[src/rtl/id_stage.sv]
// Instruction-decode stage: register file, control decode, load-use hazard and jump detection, ID/EX register.
// Optional macro ID_WB_BYPASS_EN forwards a same-cycle write-back to the register read ports.
module id_stage #(
  parameter int NREGS = 32,
  parameter int DW    = 32
) (
  input  logic          clk,
  input  logic          rst,
  input  logic [31:0]   instr_in,
  input  logic [DW-1:0] pc_in,
  input  logic          wb_we,
  input  logic [4:0]    wb_addr,
  input  logic [DW-1:0] wb_data,
  input  logic          ex_mem_read,
  input  logic [4:0]    ex_rt,
  input  logic          flush,
  output logic          stall,
  output logic          jump,
  output logic [25:0]   jump_add,
  output logic [DW-1:0] idex_pc,
  output logic [DW-1:0] idex_rs_data,
  output logic [DW-1:0] idex_rt_data,
  output logic [DW-1:0] idex_imm,
  output logic [4:0]    idex_rs,
  output logic [4:0]    idex_rt,
  output logic [4:0]    idex_rd,
  output logic [5:0]    idex_funct,
  output logic          idex_reg_dst,
  output logic          idex_alu_src,
  output logic          idex_mem_to_reg,
  output logic          idex_reg_write,
  output logic          idex_mem_read,
  output logic          idex_mem_write,
  output logic          idex_branch,
  output logic [1:0]    idex_alu_op
);

  localparam logic [5:0] OP_RTYPE = 6'b000000;
  localparam logic [5:0] OP_LW    = 6'b100011;
  localparam logic [5:0] OP_SW    = 6'b101011;
  localparam logic [5:0] OP_BEQ   = 6'b000100;
  localparam logic [5:0] OP_J     = 6'b000010;

  typedef struct packed {
    logic       reg_dst;
    logic       alu_src;
    logic       mem_to_reg;
    logic       reg_write;
    logic       mem_read;
    logic       mem_write;
    logic       branch;
    logic [1:0] alu_op;
  } ctrl_t;

  logic [5:0]    opcode;
  logic [4:0]    rs;
  logic [4:0]    rt;
  logic [4:0]    rd;
  logic [5:0]    funct;
  logic [DW-1:0] imm_ext;
  logic          unused_shamt;

  assign opcode       = instr_in[31:26];
  assign rs           = instr_in[25:21];
  assign rt           = instr_in[20:16];
  assign rd           = instr_in[15:11];
  assign funct        = instr_in[5:0];
  assign imm_ext      = {{(DW-16){instr_in[15]}}, instr_in[15:0]};
  assign unused_shamt = ^instr_in[10:6];

  logic [DW-1:0] regs [NREGS];
  logic [DW-1:0] rs_data;
  logic [DW-1:0] rt_data;

  always_ff @(posedge clk) begin
    if (rst) begin
      for (int i = 0; i < NREGS; i++) regs[i] <= '0;
    end else if (wb_we && wb_addr != 5'd0) begin
      regs[wb_addr] <= wb_data;
    end
  end

  always_comb begin
    rs_data = (rs == 5'd0) ? '0 : regs[rs];
    rt_data = (rt == 5'd0) ? '0 : regs[rt];
`ifdef ID_WB_BYPASS_EN
    if (wb_we && wb_addr != 5'd0 && wb_addr == rs) rs_data = wb_data;
    if (wb_we && wb_addr != 5'd0 && wb_addr == rt) rt_data = wb_data;
`endif
  end

  ctrl_t dec;
  logic  dec_valid;
  logic  uses_rt;

  // Only R-type, lw, sw and beq produce work for execute; everything else (j, nop, unknown) is a bubble.
  always_comb begin
    dec       = '0;
    dec_valid = 1'b0;
    uses_rt   = 1'b0;
    if (instr_in != 32'd0) begin
      case (opcode)
        OP_RTYPE: begin dec = ctrl_t'(9'b1_0_0_1_0_0_0_10); dec_valid = 1'b1; end
        OP_LW:    begin dec = ctrl_t'(9'b0_1_1_1_1_0_0_00); dec_valid = 1'b1; end
        OP_SW:    begin dec = ctrl_t'(9'b0_1_0_0_0_1_0_00); dec_valid = 1'b1; end
        OP_BEQ:   begin dec = ctrl_t'(9'b0_0_0_0_0_0_1_01); dec_valid = 1'b1; end
        default:  begin dec = '0; dec_valid = 1'b0; end
      endcase
    end
    uses_rt = (opcode == OP_RTYPE) || (opcode == OP_SW) || (opcode == OP_BEQ);
  end

  logic bubble;

  assign stall    = !flush && ex_mem_read && (ex_rt != 5'd0) &&
                    ((ex_rt == rs) || ((ex_rt == rt) && uses_rt));
  assign jump     = (opcode == OP_J) && !stall && !flush;
  assign jump_add = instr_in[25:0];
  assign bubble   = flush || stall || !dec_valid;

  always_ff @(posedge clk) begin
    if (rst || bubble) begin
      idex_pc         <= '0;
      idex_rs_data    <= '0;
      idex_rt_data    <= '0;
      idex_imm        <= '0;
      idex_rs         <= '0;
      idex_rt         <= '0;
      idex_rd         <= '0;
      idex_funct      <= '0;
      idex_reg_dst    <= 1'b0;
      idex_alu_src    <= 1'b0;
      idex_mem_to_reg <= 1'b0;
      idex_reg_write  <= 1'b0;
      idex_mem_read   <= 1'b0;
      idex_mem_write  <= 1'b0;
      idex_branch     <= 1'b0;
      idex_alu_op     <= 2'b00;
    end else begin
      idex_pc         <= pc_in;
      idex_rs_data    <= rs_data;
      idex_rt_data    <= rt_data;
      idex_imm        <= imm_ext;
      idex_rs         <= rs;
      idex_rt         <= rt;
      idex_rd         <= rd;
      idex_funct      <= funct;
      idex_reg_dst    <= dec.reg_dst;
      idex_alu_src    <= dec.alu_src;
      idex_mem_to_reg <= dec.mem_to_reg;
      idex_reg_write  <= dec.reg_write;
      idex_mem_read   <= dec.mem_read;
      idex_mem_write  <= dec.mem_write;
      idex_branch     <= dec.branch;
      idex_alu_op     <= dec.alu_op;
    end
  end

endmodule

[config.mk]
export PLATFORM = sky130hd
export DESIGN_NAME = id_stage
export DESIGN_NICKNAME = d
export VERILOG_FILES = /design/src/rtl/id_stage.sv
export SDC_FILE = /design/constraint.sdc
export NUM_CORES = 2
export LEC_CHECK = 0
export CAP_MARGIN = 20
export CORE_UTILIZATION = 36
export DETAILED_ROUTE_END_ITERATION = 10
export SLEW_MARGIN = 20
export SYNTH_ARGS = -nofsm -noshare
export SYNTH_HDL_FRONTEND = slang
export SYNTH_SLANG_ARGS = --single-unit
[constraint.sdc]
create_clock -name clk -period 3.3 [get_ports clk]
set_clock_uncertainty 0.2 [all_clocks]
set_input_delay 0.66 -clock clk [delete_from_list [all_inputs] [get_ports clk]]
set_output_delay 0.66 -clock clk [all_outputs]
set_load 0.02 [all_outputs]
==> results_dict.tcl <==
set metrics [dict create \
    status "completed" \
    final_util_pct 43.40 \
    gp_congestion 0.8759 \
    chipHeight_um 404.1 \
    ys_ff_latch 1152 \
    ioPinCount 297 \
    leakage_uw 0.02395 \
    yosys.area_share.simple_pct 13.65 \
    max_cap_viol_count 0 \
    finalHoldViolations 0 \
    setup_violations 0 \
    yosys-mux-area-fraction_pct 22.14 \
    timing.hold.ws_ns 0.1517 \
    io_buffers 296 \
    synth_area_mm2 0.05821 \
    start_util_pct 36.25 \
    wirelength_um 203500 \
    ff_latch_area_mm2 0.03331 \
    synthCells 3888 \
    clk_pin_slew_ns 0.06 \
    cts.path.max_buffers 3 \
    synth_top_family_by_area "multiplexers" \
    ant_nets 0 \
    ys_async_sr_fraction_pct 0 \
    startpoint_type "input port" \
    fmax_ghz 0.3047 \
    cts_max_level 3 \
    cts_tree "yes" \
    cp.depth 8 \
    dr.pass1.iters 6 \
    ys_warn_count 0 \
    die_area_mm2 0.1633 \
    ys_seq_area_share_pct 57.23 \
    min_path_type "input port to flop" \
    crit_buf_inv 3 \
    synthDistinctLibCells 47 \
    regMostFlops "regs" \
    worstSetupEndpointType "output port" \
    synth_compound_area_share_pct 3.162 \
    cpMostUsedCell "buf_6" \
    crit_family "simple AND/OR/NAND/NOR gates" \
    nets 4305 \
    insertion_delay_ns 0.76 \
    cp_max_fo 2 \
    cts.sinks 1152 \
    core_mm2 0.1606 \
    critical_path.cell_chain "buf_2 -> nand4b_1 -> or2_1 -> a2111o_1 -> a21oi_4 -> buf_6 -> nor2b_4 -> buf_6" \
    ir_drop_mv 0.4298 \
    min_path_cells 4 \
    slew_viol_final 0 \
    syn_area_per_cell_um2 14.97 \
    cp.arrival_ns 2.42 \
    dpl.hpwl_um 127300 \
    vias 37650 \
    grt_start_max_net_pins 129 \
    cp.required_ns 2.44 \
    cts_buffers 118 \
    dieWidth_um 404.1 \
    cts-root-buf "clkbuf_16" \
    grt_pass1_vias 37830 \
    max_stage_delay_ns 0.47 \
    fin_crit_sh_pct 99.46 \
    num-fill-cells 14210 \
    crit_path_top_delay_cell "a2111o_1" \
    drive_above_1_share_pct 26.21 \
    largest_reg_flops 1024 \
    finalCriticalPeriod_ns 3.282 \
    grt_first_pass_wirelength_um 284600 \
    power.density_mw_per_mm2 495.1 \
    reg2regPathDepth 5 \
    worst_pin_slew_ns 1.005 \
    overflow 0 \
    area_delta_synth_final_pct 19.71 \
    synth-adder-area-share_pct 0 \
    viasPerCell 5.829 \
    synth_xor_xnor_area_share_pct 0.1505 \
    instances_no_fill 6459 \
    multi_input_area_mm2 0.02319 \
    place_inst 6229 \
    post_drt_wl_per_cell_um 31.50 \
    slew_headroom_pct 32.81 \
    ys.flop_type "edfxtp_1" \
    drc 0 \
    drtIter0Drc 4775 \
    critPathKind "input port to output port" \
    rsz0062_at_grt "false" \
    grt_antenna_before_repair 14 \
    synth_edf_count 1024 \
    grt_usage_pct 24.68 \
    rows 147 \
]
## path summary, 6_finish.rpt
path	start	to	slack (ns)
worst max-delay path	instr_in[28]	stall	0.02
worst min-delay path	instr_in[29]	idex_mem_write$_SDFF_PP0_	0.15
worst min register to register	regs[31][28]$_SDFFCE_PN0P_	idex_rs_data[28]$_SDFF_PP0_	0.77
worst max register to register	regs[10][8]$_SDFFCE_PN0P_	idex_rs_data[8]$_SDFF_PP0_	1.13
## what timing repair did
item | 4_1_cts | 5_1_grt
buffers inserted | 5 | 0
resized for setup | 35 | 1
hold buffers | 1 | 0
setup endpoints to repair | 2 | 2
endpoints found under the hold margin | 1 | 0
pin swaps | 4 | 2
## worst min-delay path, stage by stage
cell and delay [ns]:
buf_2 0.11, inv_1 0.04, or2_1 0.16, nor3_1 0.07
## cells by family (layout without fill, tap and decap cells)
| kind of cell | after synthesis | count (layout) |
|---|---|---|
| AO/OA/AOI/OAI | 265 | 265 |
| XOR/XNOR | 10 | 10 |
| buffers and inverters | 471 | 845 |
| flip-flops | 1152 | 1152 |
| multiplexers | 657 | 657 |
| other | 1 | 38 |
| AND/OR/NAND/NOR | 1332 | 1332 |
## area by class of cell
class	count	share of cell area, %
multi-input cells	2296	33.28
clock inverters	49	0.4938
inverters	8	0.04309
flip-flops and latches	1152	47.80
well taps	2160	3.878
clock buffers	170	4.918
repair buffers	618	9.568
diodes	6	0.02155
## per-layer routing
metal | share of wire, % | global-route usage [%] | wire length [µm]
met2 | 46 | 38.94 | 93530
met4 | 4.1 | 9.211 | 8251
met5 | 0.011 | 0 | 23
met3 | 10 | 5.197 | 21230
met1 | 40 | 33.50 | 80440
## stage by stage
stage | total power [µW] | setup TNS (ns) | cell area (µm²) | worst slack (ns)
global placement | 21370 | -17.38 | 65870 | -0.6455
detailed placement | 21430 | -19.11 | 65870 | -0.6241
finish | 34510 | 0 | 69690 | 0.01778
CTS | 34600 | -0.005522 | 69670 | -0.005522
floorplan | 19460 | 0 | 58330 | 0.1075
global route | 35390 | 0 | 69680 | 0.01242
## synthesized netlist by cell type, types with 2 or more instances
cell	count	share of area (%)
dfxtp_1	128	4.4
o22ai_1	76	0.82
or3b_2	3	0.045
nand4_1	3	0.032
mux4_2	500	19
buf_2	75	0.64
and2_1	993	11
inv_1	8	0.052
a21boi_0	26	0.34
o221ai_1	11	0.17
buf_4	73	0.94
nor3b_1	26	0.34
nand3_1	3	0.026
edfxtp_1	1024	53
xor2_1	4	0.060
buf_1	22	0.14
nand2b_1	4	0.043
nand2_1	35	0.23
xnor2_1	6	0.090
o21ai_0	2	0.017
a22o_1	2	0.030
a31oi_1	6	0.064
nor3_1	100	0.86
nor4_1	3	0.032
nor2_1	100	0.64
o21bai_1	2	0.026
clkbuf_1	293	1.9
mux2_2	34	0.66
mux2_1	10	0.19
or4_1	7	0.090
nand3b_1	10	0.13
a211oi_1	2	0.026
or2_2	33	0.35
mux2i_1	113	1.9
a32oi_1	5	0.075
a22oi_1	104	1.3
or3_1	3	0.032
nor2b_1	4	0.043
a21oi_1	27	0.23
## where the power goes
| group | internal, µW | total, µW | leakage (µW) | switching [µW] |
|---|---|---|---|---|
| Combinational | 1920 | 4240 | 0.0113 | 2320 |
| Clock | 7470 | 13300 | 0.00186 | 5860 |
| Sequential | 16600 | 16900 | 0.0108 | 357 |
| Total | 26000 | 34500 | 0.0240 | 8540 |
## cell usage in the layout (no fill, tap or decap), types with 32 or more instances in the layout
master and instances:
mux2i_1 113, nor3_1 100, buf_4 218, clkbuf_16 122, conb_1 32, mux2_2 34, buf_12 104, dfxtp_1 128
a22oi_1 104, edfxtp_1 1024, and2_1 992, nor2_4 32, nand2_1 35, o22ai_1 76, or2_2 33, nor2_1 68
clkdlybuf4s50_1 274, mux4_2 500
Power figures use the tool's default switching activity.
